$ cat config.mk
export PLATFORM = sky130hd
export DESIGN_NAME = fixed_predictor_decoder_flat
export DESIGN_NICKNAME = d
export VERILOG_FILES = /design/src/rtl/flac_pkg.sv /design/src/rtl/fixed_predictor_decoder_if.sv /design/src/rtl/fixed_prediction.sv /design/src/rtl/fixed_predictor_decoder.sv /design/src/flat_wrapper.sv
export SDC_FILE = /design/constraint.sdc
export NUM_CORES = 1
export LEC_CHECK = 0
export ABC_AREA = 1
export BUFFER_PORTS_ARGS = -buffer_cell sky130_fd_sc_hd__clkbuf_2
export CELL_PAD_IN_SITES_DETAIL_PLACEMENT = 2
export CELL_PAD_IN_SITES_GLOBAL_PLACEMENT = 2
export CORE_UTILIZATION = 36
export DETAILED_ROUTE_END_ITERATION = 12
export PLACE_DENSITY_LB_ADDON = 0.3
export SYNTH_ARGS = -nofsm -noshare
export SYNTH_HDL_FRONTEND = slang
export SYNTH_SLANG_ARGS = --single-unit
$ cat constraint.sdc
create_clock -name iClock -period 9.8 [get_ports iClock]
set_input_delay 1.96 -clock iClock [delete_from_list [all_inputs] [get_ports iClock]]
set_output_delay 1.96 -clock iClock [all_outputs]
set_load 0.01 [all_outputs]
$ cat src/rtl/flac_pkg.sv
// Shared FLAC decoder definitions: FSM states, size defaults and the
// fixed-predictor polynomial coefficients.
package flac_pkg;

  localparam int ORDER_MAX    = 4;
  localparam int SAMPLE_W_DEF = 16;
  localparam int ACC_W_DEF    = 21;

  typedef enum logic [1:0] {
    ST_IDLE   = 2'd0,
    ST_WARMUP = 2'd1,
    ST_RUN    = 2'd2
  } state_e;

  typedef logic signed [3:0] coef_t;

  // Row = order, column = weight applied to s1..s4 (binomial differences).
  localparam coef_t FIXED_COEF [0:ORDER_MAX][0:3] = '{
    '{4'sd0,  4'sd0,  4'sd0,  4'sd0},
    '{4'sd1,  4'sd0,  4'sd0,  4'sd0},
    '{4'sd2, -4'sd1,  4'sd0,  4'sd0},
    '{4'sd3, -4'sd3,  4'sd1,  4'sd0},
    '{4'sd4, -4'sd6,  4'sd4, -4'sd1}
  };

endpackage

$ cat src/rtl/fixed_predictor_decoder_if.sv
// Handshake bundle between the residual decoder / control side and the
// fixed-predictor sample reconstructor.
interface fixed_predictor_decoder_if #(
  parameter int SAMPLE_W = 16
);
  logic                       iEnable;
  logic                       iStart;
  logic [2:0]                 iOrder;
  logic [15:0]                iNSamples;
  logic signed [SAMPLE_W-1:0] iWarmup;
  logic                       iWarmupValid;
  logic signed [SAMPLE_W-1:0] iResidual;
  logic                       iResidualValid;
  logic signed [SAMPLE_W-1:0] oSample;
  logic                       oValid;
  logic                       oDone;
  logic                       oBusy;
  logic                       oError;

  modport master (
    output iEnable, iStart, iOrder, iNSamples, iWarmup, iWarmupValid,
           iResidual, iResidualValid,
    input  oSample, oValid, oDone, oBusy, oError
  );

  modport slave (
    input  iEnable, iStart, iOrder, iNSamples, iWarmup, iWarmupValid,
           iResidual, iResidualValid,
    output oSample, oValid, oDone, oBusy, oError
  );
endinterface

$ cat src/rtl/fixed_prediction.sv
// Combinational FLAC fixed-polynomial predictor: weighted sum of the last
// four samples for order 0..4; illegal orders predict zero.
module fixed_prediction
  import flac_pkg::*;
#(
  parameter int SAMPLE_W = SAMPLE_W_DEF,
  parameter int ACC_W    = ACC_W_DEF
) (
  input  logic signed [SAMPLE_W-1:0] s1,
  input  logic signed [SAMPLE_W-1:0] s2,
  input  logic signed [SAMPLE_W-1:0] s3,
  input  logic signed [SAMPLE_W-1:0] s4,
  input  logic [2:0]                 order,
  output logic signed [ACC_W-1:0]    pred
);

  function automatic logic signed [ACC_W-1:0] sext(input logic signed [SAMPLE_W-1:0] x);
    return {{(ACC_W-SAMPLE_W){x[SAMPLE_W-1]}}, x};
  endfunction

  function automatic logic signed [ACC_W-1:0] mulc(input logic signed [ACC_W-1:0] x,
                                                   input coef_t c);
    logic signed [ACC_W-1:0] cx;
    cx = {{(ACC_W-4){c[3]}}, c};
    return x * cx;
  endfunction

  always_comb begin
    pred = '0;
    if (order <= 3'(ORDER_MAX)) begin
      pred = mulc(sext(s1), FIXED_COEF[order][0])
           + mulc(sext(s2), FIXED_COEF[order][1])
           + mulc(sext(s3), FIXED_COEF[order][2])
           + mulc(sext(s4), FIXED_COEF[order][3]);
    end
  end

endmodule

$ cat src/rtl/fixed_predictor_decoder.sv
// FLAC FIXED-subframe reconstructor: passes warm-up samples through, then adds
// each residual to the fixed prediction; one output per accepted input.
module fixed_predictor_decoder
  import flac_pkg::*;
#(
  parameter int SAMPLE_W = SAMPLE_W_DEF,
  parameter int ACC_W    = ACC_W_DEF
) (
  input logic                      iClock,
  input logic                      iReset,
  fixed_predictor_decoder_if.slave bus
);

  state_e                     state_q, state_d;
  logic [2:0]                 order_q, order_d;
  logic [15:0]                n_q, n_d;
  logic [15:0]                cnt_q, cnt_d;
  logic signed [SAMPLE_W-1:0] s1_q, s1_d, s2_q, s2_d, s3_q, s3_d, s4_q, s4_d;
  logic signed [SAMPLE_W-1:0] sample_q, sample_d;
  logic                       valid_q, valid_d, done_q, done_d;
  logic                       busy_q, busy_d, error_q, error_d;
  logic signed [ACC_W-1:0]    pred;
  logic signed [ACC_W-1:0]    sum;
  logic [15:0]                cnt_inc;

  fixed_prediction #(.SAMPLE_W(SAMPLE_W), .ACC_W(ACC_W)) u_pred (
    .s1(s1_q), .s2(s2_q), .s3(s3_q), .s4(s4_q), .order(order_q), .pred(pred)
  );

  function automatic logic signed [SAMPLE_W-1:0] wrap_sample(input logic signed [ACC_W-1:0] a);
    return a[SAMPLE_W-1:0];
  endfunction

  assign sum     = {{(ACC_W-SAMPLE_W){bus.iResidual[SAMPLE_W-1]}}, bus.iResidual} + pred;
  assign cnt_inc = cnt_q + 16'd1;

  always_comb begin
    state_d  = state_q;
    order_d  = order_q;
    n_d      = n_q;
    cnt_d    = cnt_q;
    s1_d     = s1_q;
    s2_d     = s2_q;
    s3_d     = s3_q;
    s4_d     = s4_q;
    sample_d = sample_q;
    valid_d  = 1'b0;
    done_d   = 1'b0;
    busy_d   = busy_q;
    error_d  = error_q;

    if (bus.iEnable) begin
      if (bus.iStart) begin
        order_d = bus.iOrder;
        n_d     = bus.iNSamples;
        if (bus.iOrder > 3'(ORDER_MAX) || bus.iNSamples == 16'd0 ||
            bus.iNSamples < 16'(bus.iOrder)) begin
          error_d = 1'b1;
          done_d  = 1'b1;
          busy_d  = 1'b0;
          state_d = ST_IDLE;
        end else begin
          error_d = 1'b0;
          busy_d  = 1'b1;
          cnt_d   = '0;
          s1_d    = '0;
          s2_d    = '0;
          s3_d    = '0;
          s4_d    = '0;
          state_d = (bus.iOrder == 3'd0) ? ST_RUN : ST_WARMUP;
        end
      end else begin
        // Both WARMUP and RUN accept one sample, shift history and count it.
        unique case (state_q)
          ST_WARMUP: begin
            if (bus.iResidualValid) error_d = 1'b1;
            if (bus.iWarmupValid) begin
              sample_d = bus.iWarmup;
              valid_d  = 1'b1;
              s4_d = s3_q; s3_d = s2_q; s2_d = s1_q; s1_d = bus.iWarmup;
              cnt_d    = cnt_inc;
              if (cnt_inc == n_q) begin
                done_d  = 1'b1;
                busy_d  = 1'b0;
                state_d = ST_IDLE;
              end else if (cnt_inc == 16'(order_q)) begin
                state_d = ST_RUN;
              end
            end
          end
          ST_RUN: begin
            if (bus.iWarmupValid) error_d = 1'b1;
            if (bus.iResidualValid) begin
              sample_d = wrap_sample(sum);
              valid_d  = 1'b1;
              s4_d = s3_q; s3_d = s2_q; s2_d = s1_q; s1_d = wrap_sample(sum);
              cnt_d    = cnt_inc;
              if (cnt_inc == n_q) begin
                done_d  = 1'b1;
                busy_d  = 1'b0;
                state_d = ST_IDLE;
              end
            end
          end
          default: ;
        endcase
      end
    end
  end

  always_ff @(posedge iClock) begin
    if (iReset) begin
      state_q  <= ST_IDLE;
      order_q  <= '0;
      n_q      <= '0;
      cnt_q    <= '0;
      s1_q     <= '0;
      s2_q     <= '0;
      s3_q     <= '0;
      s4_q     <= '0;
      sample_q <= '0;
      valid_q  <= 1'b0;
      done_q   <= 1'b0;
      busy_q   <= 1'b0;
      error_q  <= 1'b0;
    end else begin
      state_q  <= state_d;
      order_q  <= order_d;
      n_q      <= n_d;
      cnt_q    <= cnt_d;
      s1_q     <= s1_d;
      s2_q     <= s2_d;
      s3_q     <= s3_d;
      s4_q     <= s4_d;
      sample_q <= sample_d;
      valid_q  <= valid_d;
      done_q   <= done_d;
      busy_q   <= busy_d;
      error_q  <= error_d;
    end
  end

  assign bus.oSample = sample_q;
  assign bus.oValid  = valid_q;
  assign bus.oDone   = done_q;
  assign bus.oBusy   = busy_q;
  assign bus.oError  = error_q;

endmodule

$ cat src/flat_wrapper.sv
// flat-port wrapper written by rule: the top's interface ports become plain ports
module fixed_predictor_decoder_flat import flac_pkg::*;
#(
  parameter int SAMPLE_W = SAMPLE_W_DEF,
  parameter int ACC_W    = ACC_W_DEF
)
  (iClock, iReset, bus_iEnable, bus_iStart, bus_iOrder, bus_iNSamples, bus_iWarmup, bus_iWarmupValid, bus_iResidual, bus_iResidualValid, bus_oSample, bus_oValid, bus_oDone, bus_oBusy, bus_oError);
  fixed_predictor_decoder_if #(.SAMPLE_W(SAMPLE_W)) bus_i ();
  input logic iClock;
  input logic iReset;
  input wire logic [$bits(bus_i.iEnable)-1:0] bus_iEnable;
  input wire logic [$bits(bus_i.iStart)-1:0] bus_iStart;
  input wire logic [$bits(bus_i.iOrder)-1:0] bus_iOrder;
  input wire logic [$bits(bus_i.iNSamples)-1:0] bus_iNSamples;
  input wire logic [$bits(bus_i.iWarmup)-1:0] bus_iWarmup;
  input wire logic [$bits(bus_i.iWarmupValid)-1:0] bus_iWarmupValid;
  input wire logic [$bits(bus_i.iResidual)-1:0] bus_iResidual;
  input wire logic [$bits(bus_i.iResidualValid)-1:0] bus_iResidualValid;
  output wire logic [$bits(bus_i.oSample)-1:0] bus_oSample;
  output wire logic [$bits(bus_i.oValid)-1:0] bus_oValid;
  output wire logic [$bits(bus_i.oDone)-1:0] bus_oDone;
  output wire logic [$bits(bus_i.oBusy)-1:0] bus_oBusy;
  output wire logic [$bits(bus_i.oError)-1:0] bus_oError;
  assign bus_i.iEnable = bus_iEnable;
  assign bus_i.iStart = bus_iStart;
  assign bus_i.iOrder = bus_iOrder;
  assign bus_i.iNSamples = bus_iNSamples;
  assign bus_i.iWarmup = bus_iWarmup;
  assign bus_i.iWarmupValid = bus_iWarmupValid;
  assign bus_i.iResidual = bus_iResidual;
  assign bus_i.iResidualValid = bus_iResidualValid;
  assign bus_oSample = bus_i.oSample;
  assign bus_oValid = bus_i.oValid;
  assign bus_oDone = bus_i.oDone;
  assign bus_oBusy = bus_i.oBusy;
  assign bus_oError = bus_i.oError;
  fixed_predictor_decoder #(.SAMPLE_W(SAMPLE_W), .ACC_W(ACC_W)) u_core (.iClock(iClock), .iReset(iReset), .bus(bus_i));
endmodule
==> impl_metrics.yaml <==
finish:
  fin_nets: 2061
  regArea_mm2: 0.00242
  nFillCells: 4018
  final_cells: 2226
  multiInputGateArea_mm2: 0.00827
  area.growth.synth_to_final_pct: 11.0
  num_antenna_cells: 0
  layout-drive-gt1-share_pct: 8.32
pwr:
  power_density_mw_per_mm2: 122
  p_leak_nw: 6.74
  irDropWorstVdd_v: 0.000131
  total_power_mw: 1.68
synth:
  yosys-top-cells-area: "fa_1 (23%), dfxtp_1 (20%), nand2_1 (12%)"
  synth-seq-cells: 121
  netlist_area_mm2: 0.0123
  netlist.area_leader.share_pct: 23.2
  yosysSeqAreaShare_pct: 19.6
  yosys-top-cells-count: "nand2_1 (388), inv_1 (378), nor2_1 (173)"
  syn_inst: 1713
  synth_cell_types: 43
  postSynthAreaPerCell_um2: 7.21
  synth_edf_count: 0
  synth_ff_type: "dfxtp_1"
  yosys.cell_count.top_type: "nand2_1"
  synth_async_sr_flop_share_pct: 0
  yosys_warnings: 0
  synth_nets: 2009
  synth_largest_area_cell: "fa_1"
hold_path:
  min_to: "u_core.bus.oBusy"
  worstHoldStart: "u_core.bus.oBusy"
  min_path_type: "register to register"
  min_path_cells: 2
critical_path:
  critPathBufInv: 9
  cp_slowest_cell: "fa_1"
  reg2regPathDepth: 44
  r2r_start: "u_core.order_q[2]"
  cp_max_fo: 22
  setup.worst_path.end_class: "register"
  regToRegSetupSlack_ns: 0.96
  critPathKind: "register to register"
  timing.rr.end: "u_core.bus.oSample[14]"
  worstPathRequired_ns: 10.13
  crit_top_cell: "nand2_1"
  critPathMaxStageDelay_ns: 0.52
  crit_family: "adder cells"
  arrival_ns: 9.18
  cp-start-kind: "register"
cts:
  root_buffer: "clkbuf_16"
  clk_latency_ns: 0.45
  cts_max_level: 4
  cts_hold_buf: 0
  cts_setup_buffers: 0
  clk_pin_slew_ns: 0.07
  clock_sinks: 121
  cts.repair.resized: 0
  clockBufferDepth: 2
  cts_tree: "done"
  numCtsBuffers: 17
die:
  dieArea_mm2: 0.0350
  die_h_um: 187
  initial_core_util_pct: 36.7
  die_w_um: 187
  ioPinCount: 77
  core_area_mm2: 0.0336
  rows: 67
grt:
  grt.total_usage_pct: 26.5
  grt_max_degree: 82
  grt_pass1_wl_um: 71700
  grt_overflow: 0
  grt_pass1_vias: 13000
  antenna_found_initial: 0
drt:
  firstDrtPassIters: 4
  viasPerCell: 5.06
  first_iter_violations: 390
  avgRoutedWirePerCell_um: 20.0
  wirelength_um: 44500
  vias: 11300
  ant_nets: 0
  drt_drc_violations_left: 0
placement:
  hpwl_um: 34500
  routabilityCongestion: 0.839
  io_buffers: 76
  dp.cells: 2194
sta:
  hold_viol: 0
  tightestPinTransition_ns: 1.01
  relSlewSlack_pct: 32.9
  skew_ns: 0.0140
  grt_setup_unrepaired: "false"
  post-route-min-period_ns: 8.84
  whs_ns: 0.465
  finalSetupViolCount: 0
  setup_tns_ns: 0
  timing.fmax_mhz: 113
  slew_violations: 0
  finalCritPeriodShare_pct: 90.2
job:
  max-cap-violations: 0
status:
  status: "completed"
placed cells by master, fill, tap and decap left out, drive strengths merged:
master,count
nor2,178
inv,390
o21a,1
xnor2,11
o22ai,4
conb,1
nand2,393
nand4,8
clkinv,5
and3,1
o2111ai,3
a22oi,4
nor4,5
ha,96
o211ai,2
a21boi,1
buf,9
o21bai,4
a21o,6
nor3,17
xor2,21
and2,1
fa,143
nand3b,3
nand3,49
o21ai,65
a211oi,2
dfxtp,121
clkbuf,93
clkinvlp,1
or2,7
o31ai,1
a21oi,129
a31oi,3
tightest hold or removal path: cells and delay by family, from the launching register on:
| kind | cells | cell delay [ns] |
|---|---|---|
| AO/OA/AOI/OAI | 1 | 0.05 |
| flip-flops | 1 | 0.31 |
| AND/OR/NAND/NOR | 1 | 0.06 |
state kept, by name, indices dropped and copies added, names as in the netlist:
name and flops:
u_core.bus.oDone 1, u_core.n_q 16, u_core.bus.oBusy 1, u_core.s2_q 16, u_core.s4_q 16, u_core.cnt_q 16, u_core.order_q 3, u_core.bus.oSample 16
u_core.bus.oError 1, u_core.s3_q 16, u_core.state_q 2, u_core.s1_q 16, u_core.bus.oValid 1
worst max-delay path by stage:
stage	depth (start not counted)	to	start
after floorplan	40	u_core.bus.oSample[14]	u_core.order_q[2]
after global placement	43	u_core.bus.oSample[14]	u_core.order_q[2]
after detailed placement	40	u_core.bus.oSample[14]	u_core.order_q[2]
after CTS	44	u_core.bus.oSample[14]	u_core.order_q[2]
after global routing	44	u_core.bus.oSample[14]	u_core.order_q[2]
final	44	u_core.bus.oSample[14]	u_core.order_q[2]
metal layers:
layer	share of wire, %	track usage, %	wire, um
met1	43	32.4	19200
met2	52	48.2	23100
met3	2.4	3.17	1060
met4	2.6	8.42	1160
met5	0	0	0
metrics by stage:
stage	area, um2	utilization (%)	worst slack, ns
floorplan	12300	-	2.38
global placement	13100	39.1	1.71
detailed placement	13100	39.1	1.15
CTS	13700	40.7	1.03
global route	13700	40.7	0.466
finish	13700	40.7	0.957
cell type report:
cell class,count,area share [%]
well taps,448,4.09
repair buffers,84,3.23
multi-input cells,1159,60.4
flip-flops and latches,121,17.7
inverters,382,10.5
clock buffers,18,3.21
clock inverters,14,0.923
where the power goes:
part	leakage (nW)	total, mW	switching [mW]	internal [mW]
logic	5.49	0.524	0.343	0.182
registers	0.981	0.525	0.0178	0.507
clock network	0.277	0.628	0.288	0.340
total	6.74	1.68	0.648	1.03
kinds of logic (layout without fill, tap and decap cells):
kind of cell | count (synthesis) | after routing | share of synthesized area (%)
AND/OR/NAND/NOR | 662 | 662 | 22.0
buffers and inverters | 433 | 498 | 13.4
adder cells (fa/ha/maj) | 239 | 239 | 32.9
AO/OA/AOI/OAI | 225 | 225 | 9.71
flip-flops | 121 | 121 | 19.6
XOR/XNOR | 32 | 32 | 2.27
other | 1 | 1 | 0.0304
No activity file was read; power rests on OpenSTA's default activity.
